File: src/rtl/sevenseg_pkg.sv
// Shared definitions for the seven-segment encoder/capture pair: glyph table,
// blank pattern, scan FSM states and small anode-bus helpers.
package sevenseg_pkg;

    typedef logic [6:0] seg_t;
    typedef logic [1:0] digit_idx_t;

    typedef enum logic [1:0] {
        IDLE,
        SETTLE,
        CAPTURED
    } scan_state_t;

    localparam int NUM_DIGITS = 4;

    // All segments off (active-low)
    localparam seg_t SEG_BLANK = 7'h7F;

    // Active-low {g,f,e,d,c,b,a} glyphs, index = hex value (entry 0 is the LSB slice)
    localparam logic [15:0][6:0] GLYPHS = {
        7'h0E, 7'h06, 7'h21, 7'h46, 7'h03, 7'h08, 7'h10, 7'h00,
        7'h78, 7'h02, 7'h12, 7'h19, 7'h30, 7'h24, 7'h79, 7'h40
    };

    // Encoder-side lookup, kept next to the table so both sides stay in sync
    function automatic seg_t glyph_of(input logic [3:0] value);
        return GLYPHS[value];
    endfunction

    // Number of anodes currently driven (low) on the scan bus
    function automatic logic [2:0] count_low(input logic [3:0] an);
        logic [2:0] n;
        n = 3'd0;
        for (int i = 0; i < NUM_DIGITS; i++) begin
            if (!an[i]) n = n + 3'd1;
        end
        return n;
    endfunction

    // Index of the lowest active (low) anode; only meaningful for one-hot-low buses
    function automatic digit_idx_t low_index(input logic [3:0] an);
        digit_idx_t idx;
        idx = '0;
        for (int i = NUM_DIGITS - 1; i >= 0; i--) begin
            if (!an[i]) idx = digit_idx_t'(i);
        end
        return idx;
    endfunction

endpackage

File: src/rtl/sevenseg_scan_capture_if.sv
// Scan bus plus reconstructed-display results. The master side drives the
// scanned segment/anode bus; the slave side (the capture block) reports
// what the display is showing.
interface sevenseg_scan_capture_if;
    import sevenseg_pkg::*;

    seg_t       cathode;
    logic [3:0] an;

    seg_t       digit0;
    seg_t       digit1;
    seg_t       digit2;
    seg_t       digit3;
    logic [3:0] hex0;
    logic [3:0] hex1;
    logic [3:0] hex2;
    logic [3:0] hex3;
    logic [3:0] hex_valid;
    logic       frame_done;
    logic       stable;
    logic       scan_err;

    modport master (
        output cathode, an,
        input  digit0, digit1, digit2, digit3,
        input  hex0, hex1, hex2, hex3, hex_valid,
        input  frame_done, stable, scan_err
    );

    modport slave (
        input  cathode, an,
        output digit0, digit1, digit2, digit3,
        output hex0, hex1, hex2, hex3, hex_valid,
        output frame_done, stable, scan_err
    );

endinterface

File: src/rtl/sevenseg_glyph_decode.sv
// Turns an active-low segment pattern back into its hex value. Patterns that
// are not one of the sixteen glyphs decode to 0 with valid low.
module sevenseg_glyph_decode
    import sevenseg_pkg::*;
(
    input  seg_t       pattern,
    output logic       valid,
    output logic [3:0] hex
);

    // Table search over the shared glyph set; glyphs are unique so at most one hits
    always_comb begin
        valid = 1'b0;
        hex   = 4'h0;
        for (int i = 0; i < 16; i++) begin
            if (pattern == GLYPHS[i]) begin
                valid = 1'b1;
                hex   = 4'(i);
            end
        end
    end

endmodule

File: src/rtl/sevenseg_scan_capture.sv
// Watches a multiplexed 4-digit seven-segment scan bus, captures each digit once
// its anode/cathode pair has held still long enough, and publishes whole frames
// atomically with decoded values, a frame pulse, stability and a sticky
// multi-anode error flag.
module sevenseg_scan_capture
    import sevenseg_pkg::*;
#(
    parameter int SETTLE_CYCLES = 4,
    parameter int STABLE_FRAMES = 2
) (
    input logic clk,
    input logic reset,
    sevenseg_scan_capture_if.slave bus
);

    localparam int SCW = $clog2(SETTLE_CYCLES + 1);
    localparam int FCW = $clog2(STABLE_FRAMES + 1);
    localparam logic [SCW-1:0] SETTLE_ONE = SCW'(1);
    localparam logic [SCW-1:0] SETTLE_MAX = SCW'(SETTLE_CYCLES);
    localparam logic [FCW-1:0] FRAME_ONE  = FCW'(1);
    localparam logic [FCW-1:0] STABLE_MAX = FCW'(STABLE_FRAMES);

    logic [3:0]     an_q;
    logic [3:0]     an_p;
    seg_t           cat_q;
    seg_t           cat_p;

    scan_state_t    state;
    logic [SCW-1:0] settle_cnt;
    seg_t           shadow  [NUM_DIGITS];
    seg_t           digit_r [NUM_DIGITS];
    logic [3:0]     mask;
    logic [FCW-1:0] frame_cnt;
    logic [FCW-1:0] frame_cnt_next;
    logic           frame_done_r;
    logic           stable_r;
    logic           scan_err_r;

    logic [2:0]     an_lows;
    logic           an_blank;
    logic           an_onehot;
    logic           an_changed;
    logic           cat_changed;
    logic           frame_same;

    logic           dec_valid [NUM_DIGITS];
    logic [3:0]     dec_hex   [NUM_DIGITS];

    // Register the raw bus once, and keep the previous registered copy for change detection
    always_ff @(posedge clk or posedge reset) begin
        if (reset) begin
            an_q  <= 4'hF;
            an_p  <= 4'hF;
            cat_q <= SEG_BLANK;
            cat_p <= SEG_BLANK;
        end else begin
            an_q  <= bus.an;
            an_p  <= an_q;
            cat_q <= bus.cathode;
            cat_p <= cat_q;
        end
    end

    // Classify the registered anode bus and spot any movement since last cycle
    always_comb begin
        an_lows     = count_low(an_q);
        an_blank    = (an_lows == 3'd0);
        an_onehot   = (an_lows == 3'd1);
        an_changed  = (an_q != an_p);
        cat_changed = (cat_q != cat_p);
    end

    // Next stability count: the first frame after reset or any changed frame restarts at 1
    always_comb begin
        frame_same = (shadow[0] == digit_r[0]) && (shadow[1] == digit_r[1]) &&
                     (shadow[2] == digit_r[2]) && (shadow[3] == digit_r[3]);
        if ((frame_cnt == '0) || !frame_same) begin
            frame_cnt_next = FRAME_ONE;
        end else if (frame_cnt >= STABLE_MAX) begin
            frame_cnt_next = STABLE_MAX;
        end else begin
            frame_cnt_next = frame_cnt + FRAME_ONE;
        end
    end

    // Scan FSM with digit capture, plus atomic frame publish and stability tracking.
    // Publish clears the mask before the capture branch, so a same-cycle capture
    // (not reachable with the settle timing, but harmless) still lands in the mask.
    always_ff @(posedge clk or posedge reset) begin
        if (reset) begin
            state        <= IDLE;
            settle_cnt   <= '0;
            mask         <= 4'h0;
            frame_cnt    <= '0;
            frame_done_r <= 1'b0;
            stable_r     <= 1'b0;
            scan_err_r   <= 1'b0;
            for (int i = 0; i < NUM_DIGITS; i++) begin
                shadow[i]  <= SEG_BLANK;
                digit_r[i] <= SEG_BLANK;
            end
        end else begin
            frame_done_r <= 1'b0;

            if (mask == 4'hF) begin
                for (int i = 0; i < NUM_DIGITS; i++) begin
                    digit_r[i] <= shadow[i];
                end
                mask         <= 4'h0;
                frame_done_r <= 1'b1;
                frame_cnt    <= frame_cnt_next;
                stable_r     <= (frame_cnt_next >= STABLE_MAX);
            end

            case (state)
                IDLE: begin
                    if (!an_blank) begin
                        state      <= SETTLE;
                        settle_cnt <= SETTLE_ONE;
                    end
                end
                SETTLE: begin
                    if (an_blank) begin
                        state <= IDLE;
                    end else if (an_changed || cat_changed) begin
                        settle_cnt <= SETTLE_ONE;
                    end else if (settle_cnt >= SETTLE_MAX) begin
                        if (an_onehot) begin
                            shadow[low_index(an_q)] <= cat_q;
                            mask[low_index(an_q)]   <= 1'b1;
                        end else begin
                            scan_err_r <= 1'b1;
                        end
                        state <= CAPTURED;
                    end else begin
                        settle_cnt <= settle_cnt + SETTLE_ONE;
                    end
                end
                CAPTURED: begin
                    if (an_changed) begin
                        if (an_blank) begin
                            state <= IDLE;
                        end else begin
                            state      <= SETTLE;
                            settle_cnt <= SETTLE_ONE;
                        end
                    end
                end
                default: begin
                    state <= IDLE;
                end
            endcase
        end
    end

    // One decoder per published digit, so hex values always track the published frame
    for (genvar g = 0; g < NUM_DIGITS; g++) begin : g_dec
        sevenseg_glyph_decode u_dec (
            .pattern (digit_r[g]),
            .valid   (dec_valid[g]),
            .hex     (dec_hex[g])
        );
    end

    assign bus.digit0     = digit_r[0];
    assign bus.digit1     = digit_r[1];
    assign bus.digit2     = digit_r[2];
    assign bus.digit3     = digit_r[3];
    assign bus.hex0       = dec_hex[0];
    assign bus.hex1       = dec_hex[1];
    assign bus.hex2       = dec_hex[2];
    assign bus.hex3       = dec_hex[3];
    assign bus.hex_valid  = {dec_valid[3], dec_valid[2], dec_valid[1], dec_valid[0]};
    assign bus.frame_done = frame_done_r;
    assign bus.stable     = stable_r;
    assign bus.scan_err   = scan_err_r;

endmodule

File: src/flat_wrapper.sv
// flat-port wrapper written by rule: the top's interface ports become plain ports
module sevenseg_scan_capture_flat import sevenseg_pkg::*;
#(
    parameter int SETTLE_CYCLES = 4,
    parameter int STABLE_FRAMES = 2
)
  (clk, reset, bus_cathode, bus_an, bus_digit0, bus_digit1, bus_digit2, bus_digit3, bus_hex0, bus_hex1, bus_hex2, bus_hex3, bus_hex_valid, bus_frame_done, bus_stable, bus_scan_err);
  sevenseg_scan_capture_if bus_i ();
  input logic clk;
  input logic reset;
  input wire logic [$bits(bus_i.cathode)-1:0] bus_cathode;
  input wire logic [$bits(bus_i.an)-1:0] bus_an;
  output wire logic [$bits(bus_i.digit0)-1:0] bus_digit0;
  output wire logic [$bits(bus_i.digit1)-1:0] bus_digit1;
  output wire logic [$bits(bus_i.digit2)-1:0] bus_digit2;
  output wire logic [$bits(bus_i.digit3)-1:0] bus_digit3;
  output wire logic [$bits(bus_i.hex0)-1:0] bus_hex0;
  output wire logic [$bits(bus_i.hex1)-1:0] bus_hex1;
  output wire logic [$bits(bus_i.hex2)-1:0] bus_hex2;
  output wire logic [$bits(bus_i.hex3)-1:0] bus_hex3;
  output wire logic [$bits(bus_i.hex_valid)-1:0] bus_hex_valid;
  output wire logic [$bits(bus_i.frame_done)-1:0] bus_frame_done;
  output wire logic [$bits(bus_i.stable)-1:0] bus_stable;
  output wire logic [$bits(bus_i.scan_err)-1:0] bus_scan_err;
  assign bus_i.cathode = bus_cathode;
  assign bus_i.an = bus_an;
  assign bus_digit0 = bus_i.digit0;
  assign bus_digit1 = bus_i.digit1;
  assign bus_digit2 = bus_i.digit2;
  assign bus_digit3 = bus_i.digit3;
  assign bus_hex0 = bus_i.hex0;
  assign bus_hex1 = bus_i.hex1;
  assign bus_hex2 = bus_i.hex2;
  assign bus_hex3 = bus_i.hex3;
  assign bus_hex_valid = bus_i.hex_valid;
  assign bus_frame_done = bus_i.frame_done;
  assign bus_stable = bus_i.stable;
  assign bus_scan_err = bus_i.scan_err;
  sevenseg_scan_capture #(.SETTLE_CYCLES(SETTLE_CYCLES), .STABLE_FRAMES(STABLE_FRAMES)) u_core (.clk(clk), .reset(reset), .bus(bus_i));
endmodule
File: config.mk
export PLATFORM = sky130hd
export DESIGN_NAME = sevenseg_scan_capture_flat
export DESIGN_NICKNAME = d
export VERILOG_FILES = /design/src/rtl/sevenseg_pkg.sv /design/src/rtl/sevenseg_scan_capture_if.sv /design/src/rtl/sevenseg_glyph_decode.sv /design/src/rtl/sevenseg_scan_capture.sv /design/src/flat_wrapper.sv
export SDC_FILE = /design/constraint.sdc
export NUM_CORES = 1
export LEC_CHECK = 0
export ABC_AREA = 1
export CAP_MARGIN = 20
export CORE_ASPECT_RATIO = 1.75
export CORE_MARGIN = 1.5
export CORE_UTILIZATION = 57
export CTS_CLUSTER_DIAMETER = 80
export DETAILED_ROUTE_END_ITERATION = 8
export GPL_ROUTABILITY_DRIVEN = 0
export PLACE_DENSITY = 0.81
export SKIP_LAST_GASP = 1
export SLEW_MARGIN = 20
export SYNTH_ARGS = -nofsm -noshare
export SYNTH_HDL_FRONTEND = slang
export SYNTH_SLANG_ARGS = --single-unit
File: constraint.sdc
create_clock -name clk -period 3.4 [get_ports clk]
set_clock_uncertainty 0.1 [all_clocks]
set_input_delay 0.68 -clock clk [delete_from_list [all_inputs] [get_ports clk]]
set_output_delay 0.68 -clock clk [all_outputs]
set_load 0.01 [all_outputs]
==> results.cfg, run 1 <==
[pwr]
p_leak_nw = 2.90
p_per_area_nw_per_um2 = 357
peakVddDrop_v = 0.000324
total_power_mw = 2.30

[timing]
drv_slew = 0
period_share_pct = 92.6
tightest_slew_ns = 0.796
max_clock_freq_mhz = 318
rsz0062_at_grt = false
setup_viol = 0
hold_violations = 0
fin_ws_ns = 0.251
timing.final.crit_period_ns = 3.15
final.setup.tns_ns = 0
slew_headroom_pct = 46.9

[logic_synthesis]
syn_area_per_cell_um2 = 7.58
synthArstFlopShare_pct = 100
synth_edf_count = 0
synth_ff_type = dfstp_2
yosysSeqAreaShare_pct = 43.7
yosys-top-cells-area = dfstp_2 (37%), nand2_1 (13%), inv_1 (6.8%)
synth_nets = 743
yosysUniqueCellTypes = 40
synth_cells = 725
yosysTopAreaCell = dfstp_2
ys_seq_elements = 92
synth_warnings = 0
synth_area_um2 = 5490
netlist.area_leader.share_pct = 37.3

[critical_path]
crit_slowest_cell = dfstp_2
crit_type = flop to output pin
startpoint = u_core.bus.digit0[6]
slowest_delay_ns = 0.58
path_max_fanout = 6
cp-end-kind = output pin
cp_cell_sequence = inv_1 > nor3_1 > nand2_1 > o31ai_1 > nor2_1 > nand3_1 > clkdlybuf4s50_1
crit_path_start_kind = flop
required_ns = 2.62
cp.arrival_ns = 2.37
r2r_start = u_core.an_q[0]

[floorplan]
die_x_um = 77.2
io_pins = 64
start_util_pct = 58.4
die-area_um2 = 10300
coreArea_um2 = 9410
rows = 47
die_y_um = 133

[grt]
grtUsageTotal_pct = 26.4
antenna_found_initial = 0
grt_max_degree = 48
grt_pass1_vias = 4948
grt_pass1_wl_mm = 21.9
grt-ovfl-total = 0

[layout]
num_antenna_cells = 0
fin_cells = 910
fin_util_pct = 68.7
nFillCells = 767
final_common_cell = nand2_1
fin_nets = 801
final-seq-area_um2 = 2400
drive_gt1_share_pct = 14.7
multi_input_area_um2 = 2590
final_cell_mix = nand2_1 (193), inv_1 (98), dfstp_2 (78), nand3_1 (68), clkdlybuf4s50_1 (63)
syn_to_final_growth_pct = 17.7

[route]
num_vias = 5007
dr.pass1.iters = 6
drc = 0
viasPerCell = 5.50
routed_wirelength_mm = 12.8
initialDrtViolationCount = 298
wire_per_inst_um = 14.1
ant_nets = 0

[clocking]
clkTransAtPathRegs_ns = 0.06
htreeDepth = 3
insertion_delay_ns = 0.34
cts.sinks = 92
ctsHoldBuffers = 0
cts_setup_buffers = 0
clockBufferDepth = 2
cts_resized = 0
cts_buffers = 9
cts_root_buffer = clkbuf_16
cts_tree = done

[placement]
dp_slack_ns = 0.547
port_buffers = 63
dp_cells = 894
hpwl_mm = 9.66

[run]
cap_violations = 0

[status]
status = completed

[min_path]
hold_class = flop to flop
worstHoldStart = u_core.an_q[0]
==> sequential cells by signal, summed over array words and instances (netlist names) <==
name / cells
u_core.cat_q: 7
u_core.bus.frame_done: 1
u_core.bus.digit1: 7
u_core.cat_p: 7
u_core.bus.digit2: 7
u_core.an_p: 4
u_core.shadow: 28
u_core.bus.digit3: 7
u_core.bus.digit0: 7
u_core.state: 2
u_core.frame_cnt: 2
u_core.settle_cnt: 3
u_core.bus.scan_err: 1
u_core.bus.stable: 1
u_core.mask: 4
u_core.an_q: 4
==> worst paths after layout <==
kind | endpoint | slack (ns) | cells after the start
max | bus_hex_valid[0] | 0.25 | 7
min | u_core.an_p[0] | 0.30 | 0
max reg2reg | u_core.shadow[24] | 0.51 | 15
min reg2reg | u_core.an_p[0] | 0.30 | 0
max in group asynchronous | u_core.cat_q[5] | 1.79 | 3
min in group asynchronous | u_core.settle_cnt[1] | 0.68 | 2
==> Yosys cell counts (2+ instances only) <==
library cell  number
o21a_1             4
and2_1             2
nor2_4             4
o21ai_0           36
o21ai_1            3
clkbuf_1           9
nor2_1            59
o31ai_1            2
dfstp_2           78
nand3_1           68
and2_0             2
ha_1               5
dfrtp_1           14
nand3b_1           2
nand3_2            2
buf_6              4
buf_4              5
nand2_1          193
or2_2              5
nand4_1           36
inv_2              3
nor4_1             6
o21bai_1          14
inv_1             99
nor3_1            26
xnor2_1           15
a21oi_1           11
xor2_1             5
nand2_4            2
==> routing by layer <==
metal  part of all wire, %  GRT usage [%]
met1                    39           28.3
met4                   2.9           11.1
met5                     0              0
met3                   3.0           4.21
met2                    55           50.0
==> worst max-delay path: cells and delay by family (launching register included) <==
family                 cells  cell delay (ns)
AOI/OAI and AO/OA          1             0.23
buffers and inverters      2             0.64
DFF                        1             0.58
and+or+nand+nor            4             0.58
==> area by class of cell <==
| type | count | area share [%] |
|---|---|---|
| inverter | 103 | 6.00 |
| multi-input combinational | 511 | 40.0 |
| clock inverter | 3 | 0.348 |
| sequential | 92 | 37.1 |
| clock buffer | 13 | 3.87 |
| timing repair buffer | 66 | 10.3 |
| tap | 122 | 2.36 |
==> stage by stage <==
stage               instance area (um2)  hold slack, ns
floorplan                          5490           0.260
global placement                   6190           0.285
detailed placement                 6190           0.290
CTS                                6460           0.299
global route                       6460           0.309
finish                             6460           0.299
==> cell families (layout without fill, tap and decap cells) <==
| group | count (synthesis) | after routing | synth area share (%) |
|---|---|---|---|
| and+or+nand+nor | 413 | 413 | 35.0 |
| buffers and inverters | 122 | 185 | 9.25 |
| DFF | 92 | 92 | 43.7 |
| AOI/OAI and AO/OA | 73 | 73 | 7.79 |
| xor gates and xnor gates | 20 | 20 | 3.19 |
| adders and majority gates | 5 | 5 | 1.14 |
==> where the power goes <==
group          switching, mW  total [mW]  internal (mW)
combinational          0.145       0.212         0.0667
sequential            0.0369        1.18           1.14
clock                  0.401       0.916          0.516
total                  0.583        2.30           1.72
No activity file was read; power rests on OpenSTA's default activity.
==> run 2: changes to the inputs <==
Clock period 3.4 ns to 2.9 ns, I/O delays scaled along.
==> run 2 against run 1 <==
  * The run now ends with negative setup slack left
  * Register-to-register slack got worse by 0.39 ns
  * Power grew 30%
  * Setup slack got worse by 0.27 ns
  * Core utilization increased by 8.1 points
  * Routed wire length increased by 13%
  * Worst hold slack improved by 0.00055 ns
  * Largest power group unchanged
  * Highest routed layer unchanged
==> results.cfg, run 2 (synthesis results as in run 1) <==
[timing]
slew_headroom_pct = 56.2
period_share_pct = 101
timing.final.crit_period_ns = 2.92
rsz0062_at_grt = true
tightest_slew_ns = 0.656
hold_violations = 0
fin_ws_ns = -0.0216
drv_slew = 0
setup_viol = 2
max_clock_freq_mhz = 342

[layout]
regMostFlops = u_core.shadow
syn_to_final_growth_pct = 31.5
final_cell_mix = nand2_1 (188), inv_1 (88), dfstp_2 (78), nand3_1 (63), clkdlybuf4s50_1 (48)
fin_nets = 845
num_antenna_cells = 0
largest_register_ffs = 28
nFillCells = 631
fin_cells = 954
drive_gt1_share_pct = 26.3
final_common_cell = nand2_1

[grt]
antenna_found_initial = 0
grt_pass1_vias = 4992
grt_pass1_wl_mm = 21.9
grtUsageTotal_pct = 26.7
grt_max_degree = 46
grt-ovfl-total = 0

[clocking]
clockBufferDepth = 2
htreeDepth = 3
cts_buffers = 9
cts_root_buffer = clkbuf_16
cts.sinks = 92
clkTransAtPathRegs_ns = 0.07
cts_tree = done
insertion_delay_ns = 0.35

[critical_path]
required_ns = 2.22
crit_type = flop to output pin
crit_path_start_kind = flop
rr_worst_depth = 16
regToRegEndpoint = u_core.shadow[18]
cp-end-kind = output pin
cp.arrival_ns = 2.24
worst-r2r-setup-slack_ns = 0.12
path_max_fanout = 6
r2r_start = u_core.an_q[0]

[pwr]
p_per_area_nw_per_um2 = 416
p_leak_nw = 3.36
peakVddDrop_v = 0.000591
total_power_mw = 3.00

[placement]
dp_cells = 896
port_buffers = 63
hpwl_mm = 9.67

[route]
routed_wirelength_mm = 14.5
num_vias = 5419
wire_per_inst_um = 15.2
ant_nets = 0
drc = 0
dr.pass1.iters = 5
viasPerCell = 5.68
initialDrtViolationCount = 395

[floorplan]
die_y_um = 133
die_x_um = 77.2
die-area_um2 = 10300
start_util_pct = 58.4
rows = 47
io_pins = 64
coreArea_um2 = 9410

[status]
violations = negative setup slack
status = finished with violations

[min_path]
hold-path-cell-count = 0
worstHoldStart = u_core.an_q[0]
hold_end = u_core.an_p[0]
hold_class = flop to flop

[run]
cap_violations = 0
run 2: changes by cell type in the layout (fill, tap and decap cells not counted), moves of 4 or more:
cell,change
nor4_1,-5
nor3_2,+11
nor2_2,+10
buf_4,+42
clkdlybuf4s50_1,-15
nor2_4,+4
nand3_1,-5
nor3_1,-14
dlymetal6s2s_1,+13
inv_1,-10
inv_2,+7
nor2_1,-13
nand2_1,-5
run 2: power breakdown:
part | leakage, nW | internal, mW | switching (mW)
Sequential | 0.996 | 1.34 | 0.0432
Combinational | 2.20 | 0.106 | 0.187
Clock | 0.167 | 0.844 | 0.489
Total | 3.36 | 2.29 | 0.719
run 2: worst max path at each step:
stage	depth (start not counted)	slack [ns]	from	end
2_1_floorplan	14	0.36	u_core.an_q[0]	u_core.shadow[0]
3_3_place_gp	15	0.16	u_core.an_q[0]	u_core.shadow[24]
3_5_place_dp	15	0.04	u_core.an_q[0]	u_core.shadow[21]
4_1_cts	8	-0.008	u_core.bus.digit1[3]	bus_hex1[0]
5_1_grt	8	-0.13	u_core.bus.digit1[5]	bus_hex_valid[1]
6_report	7	-0.02	u_core.bus.digit1[1]	bus_hex_valid[1]
run 2: through the flow:
step | worst slack (ns) | TNS (ns) | utilization [%] | hold slack, ns | instance area, um2
2_1_floorplan | 0.365 | 0 | - | 0.260 | 5500
3_3_place_gp | 0.161 | 0 | 66.0 | 0.285 | 6210
3_5_place_dp | 0.0362 | 0 | 66.0 | 0.290 | 6210
4_1_cts | -0.00769 | -0.00769 | 71.3 | 0.298 | 6710
5_1_grt | -0.135 | -0.269 | 76.8 | 0.309 | 7230
6_report | -0.0216 | -0.0232 | 76.8 | 0.300 | 7230
run 2: layer usage:
metal	wire length (um)	global-route usage (%)	share of wire, %	up-vias
li1	-	-	-	2569
met1	5310	27.5	37	2578
met2	8000	50.3	55	217
met3	594	4.48	4.1	55
met4	609	14.0	4.2	0
met5	0	0	0	-
run 2: area by class of cell:
cell class / count / area [um2] / share of cell area [%]
multi-input cells: 512 / 2900 / 40.2
flip-flops and latches: 92 / 2400 / 33.2
repair buffers: 109 / 1030 / 14.3
inverters: 103 / 399 / 5.52
clock buffers: 10 / 229 / 3.17
well taps: 122 / 153 / 2.11
clock inverters: 6 / 113 / 1.56
run 2: timing repair:
action,4_1_cts,5_1_grt
cloned,0,1
hold buffers,0,0
gates resized for setup,32,59
endpoints found under the setup margin,18,48
buffers inserted,6,35
hold endpoints to repair,0,0
pin swaps,2,9
run 2: worst max-delay path: stages, from the launching register on:
cell and delay, ns:
dfstp_2 0.59, nand2_1 0.13, nor3_1 0.31, nor2_1 0.13, nand4_1 0.09, nor2_1 0.04
nand3_1 0.08, clkdlybuf4s50_1 0.53
==> run 3: changes to the inputs <==
Settings changed: CORE_UTILIZATION 57 to 56, GPL_TIMING_DRIVEN from default to 0, PLACE_DENSITY 0.81 to 0.8, SYNTH_HIERARCHICAL from default to 1.
==> run 3 against run 2 <==
  * The run still ends with negative setup slack left
  * Via count fell by 2.6%
  * Maximum frequency rose by 0.70%
  * Largest power group unchanged
  * Combinational power fell by 20%
  * First-iteration DRC count fell by 19%
  * Final cell count rose by 1.2%
==> results.cfg, run 3 <==
[status]
status = finished with violations
violations = negative setup slack

[timing]
finalHoldWorstSlack_ns = 0.274
hold_violations = 0
fin_ws_ns = -0.00133
setup_viol = 1
drv_slew = 0
max_clock_freq_mhz = 345
final.setup.tns_ns = -0.00133
slew_headroom_pct = 48.3
timing.final.crit_period_ns = 2.90
rsz0062_at_grt = true
period_share_pct = 100
tightest_slew_ns = 0.774

[run]
cap_violations = 0

[layout]
final_cell_mix = nand2_1 (231), inv_1 (88), dfstp_2 (78), clkdlybuf4s50_1 (50), nor2_1 (50)
largest_register_ffs = 28
drive_gt1_share_pct = 25.1
num_antenna_cells = 0
syn_to_final_growth_pct = 31.6
stdcell_area_um2 = 7060
regMostFlops = u_core/shadow
nFillCells = 651
fin_nets = 856
final_common_cell = nand2_1

[floorplan]
io_pins = 64
start_util_pct = 57.0
die_x_um = 77.0
coreArea_um2 = 9410
die_y_um = 132
die-area_um2 = 10200
rows = 47

[route]
routed_wirelength_mm = 14.7
wire_per_inst_um = 15.3
initialDrtViolationCount = 320
dr.pass1.iters = 5
ant_nets = 0
num_vias = 5278
drc = 0
viasPerCell = 5.47

[logic_synthesis]
synthArstFlopShare_pct = 100
netlist.area_leader.share_pct = 38.2
yosysTopAreaCell = dfstp_2
synth_cells = 721
synth_ff_type = dfstp_2
syn_area_per_cell_um2 = 7.44
synth_edf_count = 0
yosysSeqAreaShare_pct = 44.7
synth_nets = 739
ys_seq_elements = 92
synth_area_um2 = 5360
ys_top_cells_by_count = nand2_1 (235), inv_1 (93), dfstp_2 (78), nor2_1 (68), nand3_1 (47)
synth_warnings = 6
yosysUniqueCellTypes = 39
yosys-top-cells-area = dfstp_2 (38%), nand2_1 (16%), dfrtp_1 (6.5%)
yosysMostFrequentCell = nand2_1

[critical_path]
cp_cell_sequence = inv_1 > nor2_4 > nand2_1 > a21oi_1 > or2_0 > nor2_1 > nand2_1 > clkdlybuf4s50_1
cp.arrival_ns = 2.22
required_ns = 2.22
path_max_fanout = 5
crit_slowest_cell = dfstp_2
crit_path_start_kind = flop
slowest_delay_ns = 0.56
path_common_cell = nand2_1
crit_type = flop to output pin
cp-end-kind = output pin

[clocking]
cts.sinks = 92
cts_tree = done
clockBufferDepth = 2
cts_root_buffer = clkbuf_16
clkTransAtPathRegs_ns = 0.06
cts_buffers = 9
insertion_delay_ns = 0.35
ctsHoldBuffers = 0
htreeDepth = 3

[pwr]
p_comb_share_pct = 8.2
netSwitchingPower_mw = 0.656
swShare_pct = 22.8
seqPwrFrac_pct = 47.5
pwr-share-clk_pct = 44.3
power.internal_mw = 2.22
total_power_mw = 2.88
p_per_area_nw_per_um2 = 408
p_leak_nw = 3.38
peakVddDrop_v = 0.000586

[placement]
port_buffers = 63
place_area_um2 = 6200
hpwl_mm = 9.89

[grt]
grt_pass1_wl_mm = 23.3
grtUsageTotal_pct = 28.7
antenna_found_initial = 0
grt_pass1_vias = 5145
grt_max_degree = 37
grt-ovfl-total = 0

[min_path]
hold_class = flop to flop
run 3: cell types whose count changed in the layout (fill, tap and decap cells not counted), sizes merged, moves of 9 or more:
cell    change
nand3      -19
nand2      +41
or2        +10
clkbuf      +9
nor3       -12
o21bai     -13
run 3: final cells by class:
type,instances,area [um2],area share (%)
Clock buffer,13,260,3.69
Multi-Input combinational cell,518,2710,38.3
Sequential cell,92,2400,34.0
Tap cell,122,153,2.16
Buffer,11,76.3,1.08
Inverter,100,382,5.41
Clock inverter,3,68.8,0.975
Timing Repair Buffer,106,1010,14.4
run 3: critical path, delay by kind of cell, from the launching register on:
family,cells,cell delay (ns)
buf+inv,2,0.64
flops,1,0.56
simple gates,5,0.46
compound gates,1,0.21
run 3: path summary, 6_finish.rpt:
kind | slack (ns) | end | depth (start not counted) | startpoint
worst max-delay path | -0.001 | bus_hex_valid[0] | 8 | u_core/bus.digit0[3]
worst min-delay path | 0.27 | u_core/an_p[2] | 0 | u_core/an_q[2]
worst max register to register | 0.15 | u_core/shadow[16] | 13 | u_core/an_q[0]
worst min register to register | 0.27 | u_core/an_p[2] | 0 | u_core/an_q[2]
max in group asynchronous | 1.39 | u_core/cat_q[5] | 3 | reset
min in group asynchronous | 0.63 | u_core/frame_cnt[0] | 2 | reset
run 3: cell families after synthesis:
logic type	Yosys count	share of synthesized area (%)
AO/OA/AOI/OAI	55	5.74
XOR/XNOR	24	3.92
adder cells (fa/ha/maj)	5	1.17
flip-flops	92	44.7
AND/OR/NAND/NOR	434	36.0
buffers and inverters	111	8.40
run 3: metrics by stage:
stage               util (%)  setup slack, ns  std cells
global route            75.0           -0.115        965
global placement        65.4           0.0787        906
CTS                     71.2         -0.00430        939
finish                  75.0         -0.00133        965
detailed placement      65.9          -0.0219        908
floorplan                  -            0.257        721
run 3: repair_timing:
| item | 4_1_cts | 5_1_grt |
|---|---|---|
| pin swaps | 1 | 5 |
| endpoints found under the hold margin | 0 | 0 |
| setup endpoints to repair | 31 | 52 |
| gates cloned | 0 | 1 |
| resized for setup | 14 | 56 |
| buffers inserted | 15 | 25 |
run 3: layer usage:
layer	routed length (um)	GRT usage [%]
met1	5210	29.0
met5	0	0
met2	8250	55.4
met4	792	17.1
met3	484	2.76
run 3: power by group through the flow:
stage / Combinational (mW) / Sequential, mW / Clock, mW
floorplan: 0.156 / 1.38 / 0
global placement: 0.200 / 1.38 / 0
detailed placement: 0.223 / 1.39 / 0
CTS: 0.229 / 1.37 / 1.29
finish: 0.235 / 1.37 / 1.27
global route: 0.269 / 1.37 / 1.35
